==> config.mk <==
export PLATFORM = sky130hd
export DESIGN_NAME = clint
export DESIGN_NICKNAME = d
export VERILOG_FILES = /design/src/rtl/clint_pkg.sv /design/src/rtl/clint_tick_gen.sv /design/src/rtl/clint.sv
export SDC_FILE = /design/constraint.sdc
export NUM_CORES = 1
export LEC_CHECK = 0
export ABC_AREA = 0
export BUFFER_PORTS_ARGS = -buffer_cell sky130_fd_sc_hd__buf_2
export CORE_MARGIN = 1
export CORE_UTILIZATION = 65
export DETAILED_ROUTE_END_ITERATION = 10
export PLACE_DENSITY_LB_ADDON = 0.3
export SYNTH_ARGS = -nofsm -noshare
export SYNTH_HDL_FRONTEND = slang
export SYNTH_SLANG_ARGS = --single-unit
export TNS_END_PERCENT = 1
==> constraint.sdc <==
create_clock -name clk -period 7 [get_ports clk]
set_input_delay 1.05 -clock clk [delete_from_list [all_inputs] [get_ports clk]]
set_output_delay 1.05 -clock clk [all_outputs]
set_load 0.02 [all_outputs]
==> src/rtl/clint_pkg.sv <==
// Core-local interruptor shared definitions.
// Register offsets, pending-bit positions, reset constants.
package clint_pkg;

  localparam logic [15:0] MSIP_OFF        = 16'h0000;
  localparam logic [15:0] MTIMECMP_LO_OFF = 16'h4000;
  localparam logic [15:0] MTIMECMP_HI_OFF = 16'h4004;
  localparam logic [15:0] MTIME_LO_OFF    = 16'hBFF8;
  localparam logic [15:0] MTIME_HI_OFF    = 16'hBFFC;

  localparam int MTIP_BIT = 7;
  localparam int MSIP_BIT = 3;

  localparam logic [63:0] MTIMECMP_RST = 64'hFFFF_FFFF_FFFF_FFFF;

  // Word-granular match; byte-lane bits are ignored.
  function automatic logic hit(
    input logic [15:0] a,
    input logic [15:0] off
  );
    return a[15:2] == off[15:2];
  endfunction

endpackage

==> src/rtl/clint_tick_gen.sv <==
// Divides the core clock into mtime tick pulses.
// Ports: clk, reset_n (async low), tick (one cycle every TICK_DIV).
module clint_tick_gen #(
  parameter int TICK_DIV = 1
) (
  input  logic clk,
  input  logic reset_n,
  output logic tick
);

  localparam logic [15:0] LAST = 16'(TICK_DIV - 1);

  logic [15:0] cnt;

  assign tick = (cnt == LAST);

  always_ff @(posedge clk or negedge reset_n) begin
    if (!reset_n) begin
      cnt <= '0;
    end else if (tick) begin
      cnt <= '0;
    end else begin
      cnt <= cnt + 16'd1;
    end
  end

endmodule

==> src/rtl/clint.sv <==
// Core-local interruptor: mtime, mtimecmp, msip on a 0-wait bus.
// Ports: clk, reset_n, sel/we/addr/wdata/rdata/ack bus, mip_out.
import clint_pkg::*;

module clint #(
  parameter int TICK_DIV = 1
) (
  input  logic        clk,
  input  logic        reset_n,
  input  logic        sel,
  input  logic        we,
  input  logic [15:0] addr,
  input  logic [31:0] wdata,
  output logic [31:0] rdata,
  output logic        ack,
  output logic [31:0] mip_out
);

  logic        tick;
  logic [63:0] mtime;
  logic [63:0] mtimecmp;
  logic        msip;
  logic [31:0] hi_shadow;

  logic        wr;
  logic        rd;
  logic        a_msip;
  logic        a_cmp_lo;
  logic        a_cmp_hi;
  logic        a_tim_lo;
  logic        a_tim_hi;
  logic [31:0] rd_mux;
  logic [31:0] mip_nxt;
  logic        unused_ok;

  clint_tick_gen #(
    .TICK_DIV(TICK_DIV)
  ) u_tick (
    .clk    (clk),
    .reset_n(reset_n),
    .tick   (tick)
  );

  assign unused_ok = ^addr[1:0];

  assign wr = sel & we;
  assign rd = sel & ~we;

  assign a_msip   = hit(addr, MSIP_OFF);
  assign a_cmp_lo = hit(addr, MTIMECMP_LO_OFF);
  assign a_cmp_hi = hit(addr, MTIMECMP_HI_OFF);
  assign a_tim_lo = hit(addr, MTIME_LO_OFF);
  assign a_tim_hi = hit(addr, MTIME_HI_OFF);

  always_comb begin
    rd_mux = '0;
    unique case (1'b1)
      a_msip:   rd_mux = {31'd0, msip};
      a_cmp_lo: rd_mux = mtimecmp[31:0];
      a_cmp_hi: rd_mux = mtimecmp[63:32];
      a_tim_lo: rd_mux = mtime[31:0];
      a_tim_hi: rd_mux = hi_shadow;
      default:  rd_mux = '0;
    endcase
  end

  // Compare uses registered values, so pending lags a change by one edge.
  always_comb begin
    mip_nxt           = '0;
    mip_nxt[MTIP_BIT] = (mtime >= mtimecmp);
    mip_nxt[MSIP_BIT] = msip;
  end

  // A software write to either half wins over the tick increment.
  always_ff @(posedge clk or negedge reset_n) begin
    if (!reset_n) begin
      mtime <= '0;
    end else if (wr && a_tim_lo) begin
      mtime[31:0] <= wdata;
    end else if (wr && a_tim_hi) begin
      mtime[63:32] <= wdata;
    end else if (tick) begin
      mtime <= mtime + 64'd1;
    end
  end

  always_ff @(posedge clk or negedge reset_n) begin
    if (!reset_n) begin
      mtimecmp <= MTIMECMP_RST;
      msip     <= 1'b0;
    end else if (wr) begin
      if (a_cmp_lo) mtimecmp[31:0]  <= wdata;
      if (a_cmp_hi) mtimecmp[63:32] <= wdata;
      if (a_msip)   msip            <= wdata[0];
    end
  end

  // Low-word read freezes the high word for a tear-free 64-bit read.
  always_ff @(posedge clk or negedge reset_n) begin
    if (!reset_n) begin
      hi_shadow <= '0;
    end else if (rd && a_tim_lo) begin
      hi_shadow <= mtime[63:32];
    end
  end

  always_ff @(posedge clk or negedge reset_n) begin
    if (!reset_n) begin
      ack     <= 1'b0;
      rdata   <= '0;
      mip_out <= '0;
    end else begin
      ack     <= sel;
      rdata   <= rd ? rd_mux : 32'd0;
      mip_out <= mip_nxt;
    end
  end

endmodule

After elaboration in Yosys (flattened, before gate mapping). Cells that the tools add are included.

Input port bits: 52. Flip-flop bits (word level): 212.

Equality and inequality tests: 5. Bitwise logic cells: 4. Add/sub/neg operators: 2. Reductions and logical operators: 12. Order comparisons: 1. Muxes and demuxes: 7.

Operators by type and width (number): $pmux W32 S5 (1); $mux W32 (4); $add A64 B1 Y64 const B (1); $ge A64 B64 Y1 (1); $mux W64 (1); $eq A14 B13 Y1 const B (2); $eq A14 B14 Y1 const B (2); $add A16 B1 Y16 const B (1); $logic_not A16 Y1 (1); $mux W16 (1); $logic_not A14 Y1 (1); $reduce_and A2 Y1 (5); $reduce_bool A2 Y1 (2); $logic_and A1 B1 Y1 (3); $and A1 B1 Y1 (2); $ne A2 B2 Y1 const B (1); $not A1 Y1 (2).

Logic depth before layout (Yosys ltp). Gate-level depths: netlist of the first run.

Depth after elaboration: 4. Depth in mapped cells: 11.

Hierarchy. From an unflattened synthesis of the first run, not the netlist that was laid out.

Cell total of the unflattened synthesis: 1203. Area, all modules: 11747.5 um^2.

By module, submodules not included: clint (instances 1, area an instance 10961.8 um^2, cells an instance 1135, seq. area each 4984.8 um^2); clint_tick_gen (instances 1, area an instance 785.8 um^2, cells an instance 68, seq. area each 400.4 um^2).

Worst setup path after synthesis of the first run. Ideal clock, no wire load.

Kind: input to register. From: input addr[14]. To: register hi_shadow[21]. Path slack: 4.004 ns. Stages on the path: 7. Data required time: 6.875 ns. Data arrival time: 2.871 ns. Path buffers: 3. Cell sequence: nand4b_1 > or4_1 > clkbuf_1 > or3_1 > clkbuf_1 > buf_1 > mux2_2.

Word-level cells in the longest chain between the ends: 2.

RTL lines: from (decl) (RTL line clint.sv:12) `input logic [15:0] addr,`; $eq A14 B14 Y1 (RTL line clint_pkg.sv:21) `return a[15:2] == off[15:2];`; $logic_and A1 B1 Y1 (RTL line clint.sv:102) `end else if (rd && a_tim_lo) begin`; to (signal assigned) (RTL line clint.sv:103) `hi_shadow <= mtime[63:32];`; to (decl) (RTL line clint.sv:23) `logic [31:0] hi_shadow;`.

No other way between the ends. A chain may end at the register's enable or synchronous reset.

Final worst setup path of the first run.
From: register u_tick.cnt[0]. To: register mtime[17].

Word-level cells in the longest chain between the ends: 3.

RTL lines: from (decl) (RTL line clint_tick_gen.sv:13) `logic [15:0] cnt;`; from (signal assigned) (RTL line clint_tick_gen.sv:23) `cnt <= cnt + 16'd1;`; $logic_not A16 Y1 (RTL line clint_tick_gen.sv:15) `assign tick = (cnt == LAST);`; $reduce_bool A2 Y1 (no line); $reduce_and A2 Y1 (no line); to (signal assigned) (RTL line clint.sv:79) `mtime[31:0] <= wdata;`; to (signal assigned) (RTL line clint.sv:83) `mtime <= mtime + 64'd1;`; to (decl) (RTL line clint.sv:20) `logic [63:0] mtime;`.

No other way between the ends.

==> results.txt, run 1 <==
----------------------------------------------------
[Yosys]
  Number of standard cells after synthesis ... ~1,300
  Dominant register cell in the synthesized netlist ... sky130_fd_sc_hd__dfrtp_1
  Share of synthesized registers carrying an async set or reset ... 100%
  Count of flip-flops with a built-in enable after synthesis ... 0
  Post-synthesis average cell area ... approximately 9.4 um^2
  Number of warnings printed during yosys synthesis ... 0
  Mapped cell area ... 0.0119 mm^2
  Share of synthesized area occupied by flip-flops and latches ... between 40 and 50%
  Netlist cell types ... 57
  Number of storage elements in the synthesis netlist ... 212

[Clocking]
  CTS H-tree depth ... 1
  Num CTS Buffers ... 24
  Number of sinks on the clock net ... ~210
  Hold-fix buffers, CTS ... 0
  Clk Latency, worst-skew pair ... between 500 and 600 ps
  Clock transition at the registers of the reported paths ... roughly 60 ps
  Longest Clk Path Bufs ... 3
  CTS tree ... done
  Clock tree root driver cell ... sky130_fd_sc_hd__clkbuf_16
  Number of buffers inserted to repair setup after CTS ... 0
  Number of cells upsized or downsized after cts ... 0

[Floorplanning]
  Initial core utilization ... roughly 66%
  Core footprint ... 0.0180 mm^2
  Top Ports ... 117
  Core Rows ... 49
  Overall die area ... around 0.019 mm^2
  Vertical extent of the die ... approximately 140 um
  Die Wd ... 137 um

[Place]
  IO buf count ... between 80 and 90
  Cell area reported after detailed placement ... 0.0124 mm^2
  RD Place Congestion ... roughly 0.91
  Final HPWL DP ... 20,900 um

[STA]
  Sum of negative setup slack ... 0 ps
  Pin slew with the least headroom to its limit ... just over 900 ps
  Final hold viol count ... 0
  Worst slew slack as a fraction of its limit ... 37.6%
  Maximum clock rate ... a little under 300 MHz
  Final setup viols ... 0
  Final worst clock skew ... approximately 26 ps
  Fin. max-slew vios ... 0
  Worst hold margin ... between 400 and 500 ps
  Final min period ... 3460 ps
  Share of the clock period used by the worst path ... 49.5%
  RSZ-0062 raised after global routing ... false

[Global route]
  Maximum number of pins on one net before global-route repair ... 73
  Global-route congestion overflow total ... 0
  Initial antenna violation count ... 0
  First-pass GRT wire length ... between 40,000 and 50,000 um
  Vias in the first global route ... 9,576
  Aggregate global-route resource usage ... 33.2%

[Power]
  Leakage ... between 6 and 7 nW
  Peak ir drop on the vdd network ... approximately 200 uV
  Power density over the cells ... ~210 mW/mm^2

[Setup path]
  Critical Path Sink Type ... flip-flop
  Data required time at the worst endpoint ... 7420 ps
  Origin of the worst setup path ... u_tick.cnt[0]
  Critical register-to-register path startpoint ... u_tick.cnt[0]
  Top fanout value on the critical path ... 11
  FF-to-FF setup slack ... about 3500 ps
  Crit Path Class ... flip-flop to flip-flop
  Arrival time at the worst endpoint ... around 3900 ps
  Critical path destination ... mtime[17]
  Endpoint of the lowest-slack register-to-register path ... mtime[17]
  Nature of the critical path startpoint ... flip-flop
  Depth of the worst register-to-register path ... 9

[Routing]
  Drt total wl ... between 30,000 and 40,000 um
  First-pass iteration count of the detailed router ... 6
  Initial detailed-routing violation count ... between 800 and 900
  Via-per-instance ratio ... ~6.3
  Antenna Violating Nets Remaining ... 0
  Drt wl/cell ... roughly 19 um
  Residual DRC count ... 0
  Number of vias in the routed layout ... 9,990

[Final layout]
  Layout cells sized above 1 ... 18.0%
  Ant. Diodes ... 0
  Top library cells by usage in the layout, fill and taps aside ... sky130_fd_sc_hd__nand2_1, sky130_fd_sc_hd__dfrtp_1, sky130_fd_sc_hd__o21ai_0
  Fillcell total ... approximately 1,300
  Leading cell type in the layout, fill and taps excluded ... sky130_fd_sc_hd__nand2_1
  P&R area growth vs syn ... 11.6%
  Final Instance Area ... between 0.01 and 0.015 mm^2
  Total number of nets in the final design ... approximately 1,500
  Finished Core Util ... about 74%

[Run status]
  Status ... complete, no violations

[Job]
  Count of max-cap constraint violations ... 0

[Worst hold path]
  Min-delay worst type ... flip-flop to flip-flop

----------------------------------------------------
[metal layers]
layer | part of all wire (%) | routed length (um) | GRT usage [%] | vias to the layer above
met5 | 0 | 0 | 0 | -
met4 | 3.3 | 1020 | 13.9 | 0
met3 | 7.9 | 2410 | 5.15 | 83
met2 | 48 | 14700 | 54.5 | 490
met1 | 41 | 12400 | 44.0 | 4847
li1 | - | - | - | 4570
[state kept, by name, summed over array words and instances (netlist names)]
register	flops
ack	1
hi_shadow	32
mip_out	2
msip	1
mtime	64
mtimecmp	64
rdata	32
u_tick.cnt	16
[area by class of cell]
cell class              count  area, um^2  share of cell area (%)
inverters                  74         278                    2.09
clock buffers              35         723                    5.43
flip-flops and latches    212        5390                    40.5
well taps                 229         287                    2.15
repair buffers             98         538                    4.04
multi-input cells         929        5940                    44.7
clock inverters             9         154                    1.16
[logic make-up (layout without fill, tap and decap cells)]
family | Yosys count | in the layout | synth area share [%]
flops | 212 | 212 | 45.2
xor+xnor | 46 | 46 | 3.38
compound gates | 289 | 289 | 13.7
fa+ha+maj | 67 | 67 | 7.03
simple gates | 404 | 404 | 16.5
other cells | 1 | 30 | 0.0314
mux | 93 | 93 | 8.10
buf+inv | 163 | 216 | 6.14
[worst min path at each step]
stage	slack [ps]	cells after the start	to	startpoint
after global routing	420	0	mip_out[3]	msip
after detailed placement	400	0	mip_out[3]	msip
after CTS	410	0	mip_out[3]	msip
final	410	0	mip_out[3]	msip
after floorplan	370	0	mip_out[3]	msip
after global placement	390	0	mip_out[3]	msip
[worst max-delay path, stage by stage (launching register included)]
cell and delay [ps]:
sky130_fd_sc_hd__dfrtp_1 420, sky130_fd_sc_hd__inv_1 80, sky130_fd_sc_hd__ha_1 140, sky130_fd_sc_hd__nor4b_1 300
sky130_fd_sc_hd__and4_1 590, sky130_fd_sc_hd__o21ai_1 420, sky130_fd_sc_hd__nor3_1 860, sky130_fd_sc_hd__nand2_1 190
sky130_fd_sc_hd__xor2_1 190, sky130_fd_sc_hd__o21ai_0 170
[report_power, final]
group / leakage [nW] / internal [W] / switching (W) / total [W]
clock network: 0.425 / 0.000864 / 0.000516 / 0.00138
logic: 3.59 / 0.0000432 / 0.0000940 / 0.000137
registers: 2.63 / 0.00124 / 0.0000247 / 0.00127
[synth_stat cells, types with 3 or more instances]
cell type | n | area share (%)
sky130_fd_sc_hd__a211oi_1 | 5 | 0.31
sky130_fd_sc_hd__or3_1 | 4 | 0.21
sky130_fd_sc_hd__mux2i_1 | 65 | 5.5
sky130_fd_sc_hd__and4_1 | 6 | 0.44
sky130_fd_sc_hd__a21oi_1 | 62 | 2.6
sky130_fd_sc_hd__dfstp_2 | 64 | 14
sky130_fd_sc_hd__dfrtp_1 | 148 | 31
sky130_fd_sc_hd__mux2_2 | 28 | 2.6
sky130_fd_sc_hd__xor2_1 | 26 | 1.9
sky130_fd_sc_hd__and2_1 | 35 | 1.8
sky130_fd_sc_hd__nand3_1 | 45 | 1.9
sky130_fd_sc_hd__or4_1 | 3 | 0.19
sky130_fd_sc_hd__buf_2 | 5 | 0.21
sky130_fd_sc_hd__o31ai_1 | 3 | 0.19
sky130_fd_sc_hd__ha_1 | 67 | 7.0
sky130_fd_sc_hd__o31a_1 | 3 | 0.22
sky130_fd_sc_hd__nor3_1 | 18 | 0.76
sky130_fd_sc_hd__nor2b_1 | 3 | 0.16
sky130_fd_sc_hd__nand2b_1 | 3 | 0.16
sky130_fd_sc_hd__nor2_1 | 50 | 1.6
sky130_fd_sc_hd__o32ai_1 | 4 | 0.29
sky130_fd_sc_hd__nand4_1 | 34 | 1.8
sky130_fd_sc_hd__buf_4 | 30 | 1.9
sky130_fd_sc_hd__inv_1 | 74 | 2.3
sky130_fd_sc_hd__a21o_1 | 14 | 0.88
sky130_fd_sc_hd__o21ai_1 | 3 | 0.13
sky130_fd_sc_hd__nor4_1 | 13 | 0.68
sky130_fd_sc_hd__a31oi_1 | 5 | 0.26
sky130_fd_sc_hd__o22ai_1 | 39 | 2.0
sky130_fd_sc_hd__o21ai_0 | 137 | 5.7
sky130_fd_sc_hd__and3_1 | 18 | 0.94
sky130_fd_sc_hd__xnor2_1 | 20 | 1.5
sky130_fd_sc_hd__nand2_1 | 161 | 5.1
sky130_fd_sc_hd__buf_1 | 6 | 0.19
sky130_fd_sc_hd__clkbuf_1 | 47 | 1.5
[through the flow]
step | cells | total power [W] | worst slack [ps]
CTS | 1586 | 0.00280 | 3670
global route | 1586 | 0.00286 | 3300
detailed placement | 1542 | 0.00142 | 3240
finish | 1586 | 0.00278 | 3540
floorplan | 1304 | 0.00136 | 4000
global placement | 1542 | 0.00142 | 3280
Note: power is estimated with default switching activity, not from simulation.
==> run 2, diff against run 1 <==
- CORE_UTILIZATION: 65 -> 54
- clock period: 7 -> 3 ns (I/O delays scaled with it)
==> results.txt, run 2 (same netlist as run 1, synthesis figures left out) <==
----------------------------------------------------
[Setup path]
  Crit Path Class ... flip-flop to flip-flop (unchanged)
  Data required time at the worst endpoint ... 3400 ps (was 7420 ps)
  Top fanout value on the critical path ... 5 (was 11)
  Critical Path Sink Type ... flip-flop (unchanged)
  Arrival time at the worst endpoint ... 3180 ps (was 3890 ps)
  Nature of the critical path startpoint ... flip-flop (unchanged)
  FF-to-FF setup slack ... 220 ps (was 3540 ps)

[Routing]
  Residual DRC count ... 0 (unchanged)
  Initial detailed-routing violation count ... 824 (was 857)
  Antenna Violating Nets Remaining ... 0 (unchanged)
  Via-per-instance ratio ... 5.86 (was 6.30)
  Drt total wl ... 30,900 um (was 30,600 um)
  Drt wl/cell ... 18.5 um (was 19.3 um)
  First-pass iteration count of the detailed router ... 5 (was 6)
  Number of vias in the routed layout ... 9,774 (was 9,990)

[Floorplanning]
  Vertical extent of the die ... 151 um (was 137 um)
  Die Wd ... 151 um (was 137 um)
  Top Ports ... 117 (unchanged)
  Core Rows ... 54 (was 49)
  Initial core utilization ... 54.8% (was 66.4%)
  Overall die area ... 0.0227 mm^2 (was 0.0189 mm^2)
  Core footprint ... 0.0218 mm^2 (was 0.0180 mm^2)

[Place]
  IO buf count ... 84 (unchanged)
  RD Place Congestion ... 0.891 (was 0.911)
  Final HPWL DP ... 22,100 um (was 20,900 um)

[Global route]
  Global routing met2 resource utilization ... 45.6% (was 54.5%)
  Initial antenna violation count ... 0 (unchanged)
  Aggregate global-route resource usage ... 27.9% (was 33.2%)
  Most congested layer reported by global routing ... met2 (unchanged)
  Vias in the first global route ... 9,422 (was 9,576)
  Maximum number of pins on one net before global-route repair ... 80 (was 73)
  Global-route congestion overflow total ... 0 (unchanged)
  Met3 track utilization from global routing ... 3.52% (was 5.15%)
  Global Route met1 Usage ... 39.0% (was 44.0%)
  First-pass GRT wire length ... 49,500 um (was 48,600 um)

[Clocking]
  CTS tree ... done (unchanged)
  Number of buffers inserted to repair setup after CTS ... 0 (unchanged)
  Clock tree root driver cell ... sky130_fd_sc_hd__clkbuf_16 (unchanged)
  Number of sinks on the clock net ... 212 (unchanged)
  CTS H-tree depth ... 1 (unchanged)
  Clock transition at the registers of the reported paths ... 60 ps (about the same)
  Num CTS Buffers ... 24 (unchanged)
  Longest Clk Path Bufs ... 3 (unchanged)
  Clk Latency, worst-skew pair ... 520 ps (was 530 ps)

[STA]
  Final worst clock skew ... 10.4 ps (was 26.2 ps)
  Final hold viol count ... 0 (unchanged)
  Pin slew with the least headroom to its limit ... 830 ps (was 929 ps)
  Maximum clock rate ... 360 MHz (was 289 MHz)
  Worst hold margin ... 94.3 ps (was 408 ps)
  RSZ-0062 raised after global routing ... false (unchanged)
  Fin. max-slew vios ... 0 (unchanged)
  Worst slew slack as a fraction of its limit ... 44.2% (was 37.6%)
  Final setup viols ... 0 (unchanged)
  Sum of negative setup slack ... 0 ps (unchanged)
  Share of the clock period used by the worst path ... 92.6% (was 49.5%)
  Final min period ... 2780 ps (was 3460 ps)

[Run status]
  Status ... complete, no violations (unchanged)

[Worst hold path]
  Min-delay worst type ... input port to flip-flop (was flip-flop to flip-flop)

[Power]
  Power density over the cells ... 469 mW/mm^2 (was 209 mW/mm^2)
  Peak ir drop on the vdd network ... 431 uV (was 205 uV)
  Leakage ... 6.82 nW (was 6.65 nW)

[Final layout]
  Leading cell type in the layout, fill and taps excluded ... sky130_fd_sc_hd__nand2_1 (unchanged)
  Layout cells sized above 1 ... 19.9% (was 18.0%)
  Top library cells by usage in the layout, fill and taps aside ... sky130_fd_sc_hd__nand2_1, sky130_fd_sc_hd__dfrtp_1, sky130_fd_sc_hd__o21ai_0 (unchanged)
  Total number of nets in the final design ... 1,490 (was 1,458)
  Ant. Diodes ... 0 (unchanged)
  Largest registers ... mtime: 64 flops, mtimecmp: 64 flops (unchanged)
  Finished Core Util ... 62.7% (was 74.1%)
  P&R area growth vs syn ... 14.4% (was 11.6%)

[Job]
  Count of max-cap constraint violations ... 0 (unchanged)

----------------------------------------------------
run 2: changes by cell type in the layout (fill, tap and decap cells not counted), sizes merged:
cell	change
clkbuf	-1
bufinv	-1
clkinv	+3
buf	+31
dlygate4sd3	+1
clkinvlp	-1
run 2: area by class of cell:
cell class / count / area, um^2
clock buffers: 34 / 709
clock inverters: 10 / 131
fillers: 1779 / 8110
inverters: 74 / 278
multi-input cells: 929 / 5950
flip-flops and latches: 212 / 5390
well taps: 280 / 350
repair buffers: 130 / 843
run 2: final timing paths:
kind,to,cells past startpoint,start
max,mtime[27],9,u_tick.cnt[0]
min,ack,1,sel
max reg2reg,mtime[27],9,u_tick.cnt[0]
min reg2reg,mip_out[3],0,msip
max in group asynchronous,mtimecmp[54],3,reset_n
min in group asynchronous,rdata[5],2,reset_n
run 2: per-layer routing:
| layer | share of wire [%] | wire length [um] |
|---|---|---|
| met5 | 0 | 0 |
| met1 | 44 | 13700 |
| met3 | 5.9 | 1820 |
| met2 | 48 | 14700 |
| met4 | 2.1 | 640 |
run 2: repair_timing:
action | in CTS | in global routing
endpoints found under the setup margin | 0 | 2
hold buffers | 1 | 0
gates resized for setup | 0 | 1
hold endpoints to repair | 51 | 0
run 2: worst max-delay path, cell delays in order (launching register included):
cell,delay [ps]
sky130_fd_sc_hd__dfrtp_1,410
sky130_fd_sc_hd__inv_1,70
sky130_fd_sc_hd__ha_1,150
sky130_fd_sc_hd__nor4b_1,390
sky130_fd_sc_hd__and4_1,310
sky130_fd_sc_hd__o21ai_1,120
sky130_fd_sc_hd__nor3_1,710
sky130_fd_sc_hd__and4_1,300
sky130_fd_sc_hd__xnor2_1,130
sky130_fd_sc_hd__o21ai_0,90
run 2: where the power goes:
group          internal (W)  switching (W)  leakage (nW)
clock network       0.00190        0.00121         0.415
registers           0.00290      0.0000534          2.63
logic              0.000111       0.000225          3.77
run 2: stage by stage:
stage / setup slack, ps / instance area [um^2] / total power, W / instances
final: 223 / 13600 / 0.00640 / 1669
after floorplan: 604 / 12000 / 0.00318 / 1304
after CTS: 283 / 13600 / 0.00644 / 1669
after global routing: 27.7 / 13600 / 0.00659 / 1669
after detailed placement: 305 / 12800 / 0.00334 / 1624
after global placement: 315 / 12800 / 0.00333 / 1624
